[src/rtl/uart_time_tx.sv]
// Purpose: sends "MM:SS\r" for the selected channel over a UART line (8N1, or 8E1 with UART_TIME_TX_PARITY_EN).
// Latency: txd start bit begins one clock after the accepting edge; a frame occupies 60*CLK_DIV (66*CLK_DIV with parity) clocks.
// Backpressure: send is taken only while busy=0; requests during a frame are dropped, never queued.
module uart_time_tx #(
    parameter int CLK_DIV = 1085,
    parameter int SELW    = 1
) (
    input  logic                    clk,
    input  logic                    rst,
    input  logic [SELW-1:0]         ch_sel,
    input  logic [6*(2**SELW)-1:0]  mm_bus,
    input  logic [6*(2**SELW)-1:0]  ss_bus,
    input  logic                    send,
    output logic                    busy,
    output logic                    done,
    output logic                    txd
);

    // Baud counter is 12 bits wide, enough for the largest legal divider (4095).
    localparam logic [11:0] BAUD_LAST = 12'(CLK_DIV - 1);

    localparam logic [2:0] S_IDLE   = 3'd0;
    localparam logic [2:0] S_START  = 3'd1;
    localparam logic [2:0] S_DATA   = 3'd2;
`ifdef UART_TIME_TX_PARITY_EN
    localparam logic [2:0] S_PARITY = 3'd3;
`endif
    localparam logic [2:0] S_STOP   = 3'd4;

    logic [2:0]  state_q, state_d;
    logic [11:0] baud_q,  baud_d;
    logic [2:0]  bit_q,   bit_d;
    logic [2:0]  chr_q,   chr_d;
    logic [5:0]  mm_q,    mm_d;
    logic [5:0]  ss_q,    ss_d;
    logic        done_q,  done_d;
    logic        txd_q,   txd_d;

    logic [5:0]  mm_sel, ss_sel;
    logic [5:0]  mm_sat, ss_sat;
    logic [5:0]  mm_tens, mm_ones, ss_tens, ss_ones;
    logic [7:0]  chr_byte;
    logic        bit_end;

    // Pick the requested channel's fields and format the latched time into the current character.
    always_comb begin
        mm_sel  = mm_bus[6*int'(ch_sel) +: 6];
        ss_sel  = ss_bus[6*int'(ch_sel) +: 6];
        // Out-of-range values are clamped so the digits never exceed "59".
        mm_sat  = (mm_q > 6'd59) ? 6'd59 : mm_q;
        ss_sat  = (ss_q > 6'd59) ? 6'd59 : ss_q;
        mm_tens = mm_sat / 6'd10;
        mm_ones = mm_sat % 6'd10;
        ss_tens = ss_sat / 6'd10;
        ss_ones = ss_sat % 6'd10;
        case (chr_q)
            3'd0:    chr_byte = 8'h30 + {2'b00, mm_tens};
            3'd1:    chr_byte = 8'h30 + {2'b00, mm_ones};
            3'd2:    chr_byte = 8'h3A;
            3'd3:    chr_byte = 8'h30 + {2'b00, ss_tens};
            3'd4:    chr_byte = 8'h30 + {2'b00, ss_ones};
            default: chr_byte = 8'h0D;
        endcase
        bit_end = (baud_q == BAUD_LAST);
    end

    // Frame sequencer: next state, baud/bit/char counters, input latches and done pulse.
    always_comb begin
        state_d = state_q;
        baud_d  = baud_q;
        bit_d   = bit_q;
        chr_d   = chr_q;
        mm_d    = mm_q;
        ss_d    = ss_q;
        done_d  = 1'b0;
        if (state_q == S_IDLE) begin
            if (send) begin
                state_d = S_START;
                baud_d  = 12'd0;
                bit_d   = 3'd0;
                chr_d   = 3'd0;
                mm_d    = mm_sel;
                ss_d    = ss_sel;
            end
        end else begin
            baud_d = bit_end ? 12'd0 : baud_q + 12'd1;
            case (state_q)
                S_START: begin
                    if (bit_end) begin
                        state_d = S_DATA;
                        bit_d   = 3'd0;
                    end
                end
                S_DATA: begin
                    if (bit_end) begin
                        if (bit_q == 3'd7) begin
`ifdef UART_TIME_TX_PARITY_EN
                            state_d = S_PARITY;
`else
                            state_d = S_STOP;
`endif
                        end else begin
                            bit_d = bit_q + 3'd1;
                        end
                    end
                end
`ifdef UART_TIME_TX_PARITY_EN
                S_PARITY: begin
                    if (bit_end) begin
                        state_d = S_STOP;
                    end
                end
`endif
                S_STOP: begin
                    if (bit_end) begin
                        if (chr_q == 3'd5) begin
                            state_d = S_IDLE;
                            chr_d   = 3'd0;
                            done_d  = 1'b1;
                        end else begin
                            state_d = S_START;
                            chr_d   = chr_q + 3'd1;
                        end
                    end
                end
                default: begin
                    state_d = S_IDLE;
                    baud_d  = 12'd0;
                end
            endcase
        end
    end

    // Line level for the bit currently being timed; registered below so txd trails the state by one clock.
    always_comb begin
        txd_d = 1'b1;
        case (state_q)
            S_START:  txd_d = 1'b0;
            S_DATA:   txd_d = chr_byte[bit_q];
`ifdef UART_TIME_TX_PARITY_EN
            S_PARITY: txd_d = ^chr_byte;
`endif
            default:  txd_d = 1'b1;
        endcase
    end

    // State registers; reset forces an idle-high line at once and discards any frame in flight.
    always_ff @(posedge clk or posedge rst) begin
        if (rst) begin
            state_q <= S_IDLE;
            baud_q  <= 12'd0;
            bit_q   <= 3'd0;
            chr_q   <= 3'd0;
            mm_q    <= 6'd0;
            ss_q    <= 6'd0;
            done_q  <= 1'b0;
            txd_q   <= 1'b1;
        end else begin
            state_q <= state_d;
            baud_q  <= baud_d;
            bit_q   <= bit_d;
            chr_q   <= chr_d;
            mm_q    <= mm_d;
            ss_q    <= ss_d;
            done_q  <= done_d;
            txd_q   <= txd_d;
        end
    end

    assign busy = (state_q != S_IDLE);
    assign done = done_q;
    assign txd  = txd_q;

endmodule

[config.mk]
export PLATFORM = sky130hd
export DESIGN_NAME = uart_time_tx
export DESIGN_NICKNAME = d
export VERILOG_FILES = /design/src/rtl/uart_time_tx.sv
export SDC_FILE = /design/constraint.sdc
export NUM_CORES = 1
export LEC_CHECK = 0
export BUFFER_PORTS_ARGS = -buffer_cell sky130_fd_sc_hd__buf_2
export CORE_ASPECT_RATIO = 0.75
export CORE_MARGIN = 1
export CORE_UTILIZATION = 45
export CTS_BUF_LIST = sky130_fd_sc_hd__clkbuf_8
export CTS_CLUSTER_SIZE = 25
export DETAILED_ROUTE_END_ITERATION = 10
export PLACE_DENSITY = 0.6
export RECOVER_POWER = 50
export SETUP_SLACK_MARGIN = 0.3
export SYNTH_ARGS = -nofsm -noshare
export SYNTH_HDL_FRONTEND = slang
export SYNTH_SLANG_ARGS = --single-unit
[constraint.sdc]
create_clock -name clk -period 4 [get_ports clk]
set_clock_uncertainty 0.1 [all_clocks]
set_input_delay 0.6 -clock clk [delete_from_list [all_inputs] [get_ports clk]]
set_output_delay 0.6 -clock clk [all_outputs]
set_load 0.05 [all_outputs]
# Yosys cells after proc, flatten, opt, wreduce, memory -nomap -nowiden
# Cells that the tools add are included.
# W data, S select, Z words.
# classes
mux	32
n_reduce_logical	11
n_div	4
add_sub_neg	7
order_cmp	3
shift	2
n_eq_ne	16
mul	1
# ops
operator	n
$mux W12	4
$mux W3	15
$pmux W7 S5	1
$shiftx A12 B32 Y6	1
$add A6 B6 Y7 const A	4
$ne A3 B3 Y1 const B	5
$add A12 B1 Y12 const B	1
$div A6 B4 Y6 const B	2
$eq A12 B11 Y1 const B	1
$eq A3 B3 Y1 const B	4
$gt A6 B6 Y1 const B	2
$mod A6 B4 Y6 const B	2
$mux W6	2
$shiftx A12 B5 Y6	1
$reduce_and A5 Y1	2
$eq A3 B2 Y1 const B	3
$pmux W3 S3	1
$add A3 B1 Y3 const B	2
$eq A3 B1 Y1 const B	2
$logic_not A3 Y1	2
$mux W1	6
$pmux W3 S2	1
$reduce_bool A3 Y1	2
$lt A3 B4 Y1 const B	1
other kinds (8)	9
# totals
elab_cells	84
inputBits	28
out_inout_bits	3
regBits	35

# Depth between registers and ports, before layout
# Gate-level depths: netlist (run 1).
# depth
depth_word	8
ltp_mapped	16
depth_no_buf	14

# Least setup slack after synthesis (run 1)
# No wires, ideal clock.
# synth_path
path_kind	reg2reg
start	register ss_q[3]
end	register txd_q (netlist: txd)
arrival_ps	2926
setup_slack_ps	901
t_required_ps	3827
synth_period_minus_slack_ps	3099
path_buffers	1
stages_incl_launch_ff	15
setup_time_ps	73
cell_sequence	dfrtp_1 -> buf_4 -> clkinv_1 -> ha_1 -> nor2b_1 -> nor3_1 -> a211oi_1 -> nand2_1 -> nor3_1 -> a2111oi_4 -> ha_1 -> or4_1 -> nand4_1 -> a31oi_1 -> a21oi_1
# synth_between
elab_chain_cells	8
elab_cells_between_ends	10
classes_between	2 x add/sub; 2 x div; 1 x order compare; 5 x mux
# synth_rtl
item	line_no	rtl
from (decl)	35	logic [5:0] ss_q, ss_d;
from (signal assigned)	164	ss_q <= ss_d;
$gt A6 B6 Y1	51	ss_sat = (ss_q > 6'd59) ? 6'd59 : ss_q;
$mux W6 *	51	
$mod A6 B4 Y6 or $div A6 B4 Y6 (tied branches)	55, 54	
$add A6 B6 Y7, on equally long branches	61, 60	
$pmux W7 S5 *	56	case (chr_q)
$bmux W1 S3 *	139	S_DATA: txd_d = chr_byte[bit_q];
$mux W1 (implied by the code) *	139	
$pmux W1 S2 *	137	case (state_q)
via txd_d	37	logic txd_q, txd_d;
to (signal assigned)	166	txd_q <= txd_d;
to (decl)	37	
# The timed path passes the listed nets; every way through them passes the cells marked *. The select of a mux whose other input is x is not followed.
# A chain may end at the register's enable or synchronous reset.

# Worst setup path in the final report (run 1)
# layout_path
start	register mm_q[3]
end	register txd_q (netlist: txd)
# layout_between
elab_chain_cells	8
elab_cells_between_ends	10
classes_between	2 x add/sub; 2 x div; 1 x order compare; 5 x mux
# layout_rtl
item	line_no	rtl
from (decl)	34	logic [5:0] mm_q, mm_d;
from (signal assigned)	163	mm_q <= mm_d;
$gt A6 B6 Y1	50	mm_sat = (mm_q > 6'd59) ? 6'd59 : mm_q;
$mux W6 *	50	
$mod A6 B4 Y6 or $div A6 B4 Y6 (tied branches)	53, 52	
$add A6 B6 Y7, on equally long branches	58, 57	
$pmux W7 S5 *	56	
$bmux W1 S3 *	139	
$mux W1 (implied by the code) *	139	
$pmux W1 S2 *	137	
via txd_d	37	
# Marked as above.

==> summary.txt, run 1 <==
Setup path
  • CP Data Arrival Time: 3.55 ns
  • CP Launch Type: register
  • Critical Path RT: 4.13 ns
  • CP Class: reg -> reg
  • CP endpoint kind: register
  • CP Max Fanout: 15

Synth
  • Syn Area/Cell: 7.76 sq um
  • Area share of the largest cell type after synthesis: 28.9%
  • Seq cells post-synth: 35
  • EDFF count, synth: 0
  • Yosys top cell by area: dfrtp_1
  • Synth Warn #: 0
  • Distinct cell type count after synthesis: 66
  • Syn nets: 416
  • Mapped Cells: 380
  • Synthesized area: 2950 sq um
  • Post-synth top flop: dfrtp_1
  • Seq/Total Area, Yosys: 29.8%
  • Post-synth ARST share: 100%
  • Largest cells by area after synthesis: dfrtp_1 29%, nor2_1 6.4%, a21oi_1 6.3%

Die
  • Chip height: 72.1 microns
  • Die area: 6880 sq um
  • Die X: 95.5 microns
  • I/O pins: 31
  • Row cnt: 25
  • Initial Util: 46.7%
  • Core area: 6320 sq um

Detailed routing
  • Vias: 2755
  • Initial DRC count: 155
  • Detail Route Antenna Nets: 0
  • Wire length per cell: 14.2 microns
  • Post-route DRC: 0
  • Vias/cell: 5.78
  • Drt total wl: 6.79 mm
  • DR pass1 iterations: 4

Timing
  • Fmax: 292 MHz
  • Final min period: 3.42 ns
  • Final worst setup slack: 0.575 ns
  • Period utilization: 85.6%
  • Unrepaired setup endpoints after global routing: false
  • Sum of negative setup slack: 0 ns
  • Slew Limit Fails: 36
  • Final Hold Viols: 0
  • Relative slew slack: -28.0%
  • Finish-stage setup viols: 0
  • Worst-Margin Slew: 1.92 ns

Layout
  • Final Util: 50.7%
  • Area of the multi-input gates: 1870 sq um
  • Reg area: 878 sq um
  • Ant diodes: 0
  • Most frequent cells in the layout: 50 x nor2_1, 37 x a21oi_1, 33 x dfrtp_1
  • Nets@finish: 431
  • Commonest non-fill, non-tap cell in the layout: nor2_1
  • Fillers: 629
  • Layout cells sized above 1: 13.1%
  • P&R area growth vs syn: 8.57%

Clock network
  • TritonCTS Sinks: 35
  • H-tree depth: 2
  • Worst-Skew Late Latency: 0.31 ns
  • Post-CTS setup buffers: 0
  • Worst-case clock buffer depth: 2
  • CTS root buf: clkbuf_8
  • Clk slew on worst S/H paths: 0.07 ns
  • CTS buffer count: 5
  • Cts hold-fix bufs: 0
  • Resized Gates After CTS: 0
  • CTS tree: built

GRT
  • Vias in the first global route: 2305
  • GR Util met1: 34.3%
  • Met2 GRT Util: 28.1%
  • Initial antenna violation count: 0
  • Gr busiest metal: met1
  • Global-route usage over all layers: 21.3%
  • First-pass GRT wire length: 11.3 mm
  • GRT overflow: 0
  • GRT met3 Usage: 3.98%
  • Pin count of the biggest net entering global routing: 36

Placed design
  • I/O Buffers: 30
  • RePlAce Congestion: 0.854
  • Setup WS pre-CTS: 0.494 ns
  • Post-DP HPWL: 5.06 mm

Outcome
  • Status: complete, but fails checks
  • Failing checks: capacitance limit, slew limit

Min path
  • Worst min path class: reg -> reg

Flow run
  • Max-Cap Viols: 1

Pwr
  • Power per standard cell area: 242 nW/um^2
  • Leakage power: 1.34 nW
  • VDD IR max: 143 uV
==> state kept, by name, indices dropped and copies added (netlist names) <==
name and count:
bit_q 3, state_q 3, baud_q 12, ss_q 6, done 1, txd 1
mm_q 6, chr_q 3
==> power breakdown <==
group / internal [mW] / switching, mW
Sequential: 0.367 / 0.0155
Clock: 0.186 / 0.149
Combinational: 0.0284 / 0.0292
Total: 0.581 / 0.194
==> logic make-up (layout without fill, tap and decap cells) <==
| group | Yosys count | after routing | synth area share (%) |
|---|---|---|---|
| xor gates and xnor gates | 10 | 10 | 2.97 |
| adders and majority gates | 8 | 8 | 3.40 |
| DFF | 35 | 35 | 29.8 |
| and+or+nand+nor | 159 | 159 | 26.6 |
| muxes | 17 | 17 | 5.77 |
| buffers and inverters | 44 | 60 | 7.00 |
| AOI/OAI and AO/OA | 107 | 107 | 24.5 |
==> Yosys cell counts, types with 4 or more instances <==
cell      count
nor2_1       50
a21oi_1      37
dfrtp_1      34
nand2_1      29
o21ai_0      19
mux2i_1      17
nand3_1      16
inv_1        15
clkbuf_1     12
nand2b_1     12
nor3_1       12
ha_1          8
nand4_1       8
nor2b_1       8
xor2_1        7
buf_2         6
a211o_1       4
and2_1        4
o211ai_1      4
==> cell type report <==
| cell class | count | share of cell area (%) |
|---|---|---|
| Multi-Input combinational cell | 301 | 58.4 |
| Sequential cell | 35 | 27.4 |
| Timing Repair Buffer | 33 | 5.24 |
| Tap cell | 81 | 3.17 |
| Inverter | 19 | 2.23 |
| Clock buffer | 5 | 2.15 |
| Clock inverter | 3 | 1.37 |
==> path summary, 6_finish.rpt <==
check | to | startpoint | slack (ns) | depth (start not counted)
hold / removal | ss_q[0]$_DFFE_PP0P_ | ss_q[0]$_DFFE_PP0P_ | 0.44 | 2
max in group asynchronous | ss_q[4]$_DFFE_PP0P_ | rst | 1.69 | 3
min in group asynchronous | baud_q[3]$_DFFE_PP0P_ | rst | 0.86 | 3
setup / recovery | txd$_DFF_PP1_ | mm_q[3]$_DFFE_PP0P_ | 0.58 | 13
setup reg to reg | txd$_DFF_PP1_ | mm_q[3]$_DFFE_PP0P_ | 0.58 | 13
hold reg to reg | ss_q[0]$_DFFE_PP0P_ | ss_q[0]$_DFFE_PP0P_ | 0.44 | 2
==> through the flow <==
step | power (mW) | instance area (sq um) | std cells | hold WS (ns)
after floorplan | 0.424 | 2950 | 380 | 0.394
after global placement | 0.447 | 3090 | 469 | 0.431
after detailed placement | 0.449 | 3090 | 469 | 0.425
after CTS | 0.784 | 3200 | 477 | 0.299
after global routing | 0.806 | 3200 | 477 | 0.467
final | 0.775 | 3200 | 477 | 0.442
==> routing by layer <==
layer	wire length (microns)	share of wire, %
met5	0	0
met4	89	1.3
met3	384	5.7
met2	2820	42
met1	3490	51
==> critical path, stage by stage (launching register included) <==
cell	delay (ns)
dfrtp_1	0.62
inv_2	0.11
ha_1	0.37
a21oi_1	0.16
nor2_1	0.05
o32a_1	0.33
nand3_2	0.13
mux2i_1	0.33
a2111oi_4	0.13
ha_1	0.21
or4_1	0.48
nand4_1	0.12
a31oi_1	0.05
a21oi_1	0.14
No activity file was read; power rests on OpenSTA's default activity.
==> inputs of run 2 (changes only) <==
CORE_UTILIZATION = 61   (was 45)
PLACE_DENSITY = 0.78   (was 0.6)
==> run 2 against run 1 <==
  * The flow now finishes without violations
  * Utilization increased by 19 points
  * Clock power decreased by 3%
  * Final area decreased by 1.5%
  * Critical path depth unchanged
  * Total power decreased by 1.6%
  * Via count decreased by 0.40%
  * First-iteration DRC count increased by 81%
==> summary.txt, run 2 (synthesis gave the netlist of run 1 again) <==
Outcome
  • Status: completed (was complete, but fails checks)

Placed design
  • RePlAce Congestion: 0.865 (was 0.854)
  • Post-DP HPWL: 4.87 mm (was 5.06 mm)
  • I/O Buffers: 30 (unchanged)

GRT
  • GR Util met1: 45.6% (was 34.3%)
  • GRT met3 Usage: 5.59% (was 3.98%)
  • Met2 GRT Util: 36.1% (was 28.1%)
  • Global-route usage over all layers: 27.8% (was 21.3%)
  • Vias in the first global route: 2347 (was 2305)
  • Pin count of the biggest net entering global routing: 28 (was 36)
  • First-pass GRT wire length: 10.9 mm (was 11.3 mm)
  • Gr busiest metal: met1 (unchanged)
  • GRT overflow: 0 (unchanged)
  • Initial antenna violation count: 0 (unchanged)

Detailed routing
  • Vias: 2744 (was 2755)
  • Drt total wl: 6.48 mm (was 6.79 mm)
  • Initial DRC count: 281 (was 155)
  • Wire length per cell: 14.4 microns (was 14.2 microns)
  • Post-route DRC: 0 (unchanged)
  • DR pass1 iterations: 5 (was 4)
  • Detail Route Antenna Nets: 0 (unchanged)
  • Vias/cell: 6.08 (was 5.78)

Timing
  • Period utilization: 85.5% (was 85.6%)
  • Fmax: 292 MHz (about the same)
  • Worst-Margin Slew: 0.991 ns (was 1.92 ns)
  • Slew Limit Fails: 0 (was 36)
  • Final Hold Viols: 0 (unchanged)
  • Final min period: 3.42 ns (about the same)
  • Finish-stage setup viols: 0 (unchanged)
  • Unrepaired setup endpoints after global routing: false (unchanged)
  • Relative slew slack: 33.9% (was -28.0%)
  • Sum of negative setup slack: 0 ns (unchanged)

Setup path
  • CP Max Fanout: 15 (unchanged)
  • CP endpoint kind: register (unchanged)
  • R2r setup slk: 0.58 ns (about the same)
  • Worst reg2reg endpoint: txd$_DFF_PP1_ (unchanged)
  • CP Launch Type: register (unchanged)
  • R2R cell count: 13 (unchanged)
  • Critical Path RT: 4.13 ns (about the same)
  • Worst r2r src: mm_q[3]$_DFFE_PP0P_ (unchanged)
  • CP Class: reg -> reg (unchanged)
  • CP Data Arrival Time: 3.55 ns (about the same)

Die
  • Core area: 4550 sq um (was 6320 sq um)
  • Die X: 82.3 microns (was 95.5 microns)
  • Chip height: 62.2 microns (was 72.1 microns)
  • Row cnt: 21 (was 25)
  • Die area: 5120 sq um (was 6880 sq um)
  • I/O pins: 31 (unchanged)
  • Initial Util: 64.8% (was 46.7%)

Pwr
  • Power per standard cell area: 242 nW/um^2 (about the same)
  • Leakage power: 1.32 nW (was 1.34 nW)
  • VDD IR max: 206 uV (was 143 uV)
  • Pwr Total: 0.763 mW (was 0.775 mW)

Layout
  • Final Util: 69.3% (was 50.7%)
  • Reg area: 878 sq um (unchanged)
  • Fillers: 390 (was 629)
  • Most flop-heavy register: baud_q (unchanged)
  • Largest registers: baud_q: 12 flops, mm_q: 6 flops, ss_q: 6 flops (unchanged)
  • Max reg flops: 12 (unchanged)
  • P&R area growth vs syn: 6.92% (was 8.57%)
  • Most frequent cells in the layout: 50 x nor2_1, 37 x a21oi_1, 33 x dfrtp_1 (unchanged)
  • Layout cells sized above 1: 12.4% (was 13.1%)
  • Commonest non-fill, non-tap cell in the layout: nor2_1 (unchanged)
  • Nets@finish: 430 (was 431)
  • Area of the multi-input gates: 1860 sq um (was 1870 sq um)
  • Ant diodes: 0 (unchanged)

Min path
  • Worst min path class: in -> async (was reg -> reg)

Clock network
  • Clk slew on worst S/H paths: 0.08 ns (was 0.07 ns)
  • CTS root buf: clkbuf_8 (unchanged)
  • TritonCTS Sinks: 35 (unchanged)
  • CTS tree: built (unchanged)
  • Worst-case clock buffer depth: 2 (unchanged)
  • H-tree depth: 2 (unchanged)
  • CTS buffer count: 5 (unchanged)
  • Worst-Skew Late Latency: 0.30 ns (was 0.31 ns)
  • Post-CTS setup buffers: 0 (unchanged)

Flow run
  • Max-Cap Viols: 0 (was 1)
-- run 2: worst max path at each step --
stage / from / to / slack [ns]
final: mm_q[3]$_DFFE_PP0P_ / txd$_DFF_PP1_ / 0.58
after global routing: ss_q[4]$_DFFE_PP0P_ / txd$_DFF_PP1_ / 0.33
after CTS: ss_q[4]$_DFFE_PP0P_ / txd$_DFF_PP1_ / 0.52
after detailed placement: ss_q[4]$_DFFE_PP0P_ / txd$_DFF_PP1_ / 0.55
after global placement: ss_q[4]$_DFFE_PP0P_ / txd$_DFF_PP1_ / 0.68
after floorplan: ss_q[3]$_DFFE_PP0P_ / txd$_DFF_PP1_ / 0.90
-- run 2: area by class of cell --
class / instances / share of cell area [%]
timing repair buffer: 32 / 5.08
multi-input combinational: 301 / 59.2
sequential: 35 / 27.9
inverter: 19 / 2.26
clock buffer: 5 / 2.18
clock inverter: 2 / 1.19
tap: 57 / 2.26
-- run 2: critical path, stage by stage (launching register included) --
cell and delay (ns):
dfrtp_1 0.62, inv_2 0.10, ha_1 0.38, a21oi_1 0.16
nor2_1 0.05, o32a_1 0.33, nand3_2 0.13, mux2i_1 0.35
a2111oi_4 0.13, ha_1 0.22, or4_1 0.46, nand4_1 0.11
a31oi_1 0.04, a21oi_1 0.15
-- run 2: repair_timing --
item / CTS / global route
setup endpoints to repair: 0 / 1
gates resized for setup: 0 / 1
hold buffers: 0 / 0
endpoints found under the hold margin: 0 / 0
-- run 2: where the power goes --
| part | switching (mW) | internal [mW] |
|---|---|---|
| combinational | 0.0283 | 0.0285 |
| sequential | 0.0151 | 0.367 |
| clock | 0.142 | 0.182 |
| total | 0.185 | 0.578 |
-- run 2: stage by stage --
stage	setup WS, ns	hold WS [ns]	area [sq um]	cells
floorplan	0.901	0.394	2950	380
CTS	0.522	0.447	3160	451
finish	0.580	0.427	3150	451
global placement	0.683	0.421	3050	444
detailed placement	0.550	0.439	3050	444
global route	0.330	0.497	3150	451
-- run 2: layer usage --
layer	part of all wire, %	vias to the layer above
li1	-	1390
met3	5.3	7
met4	0.97	0
met2	41	72
met5	0	-
met1	53	1275
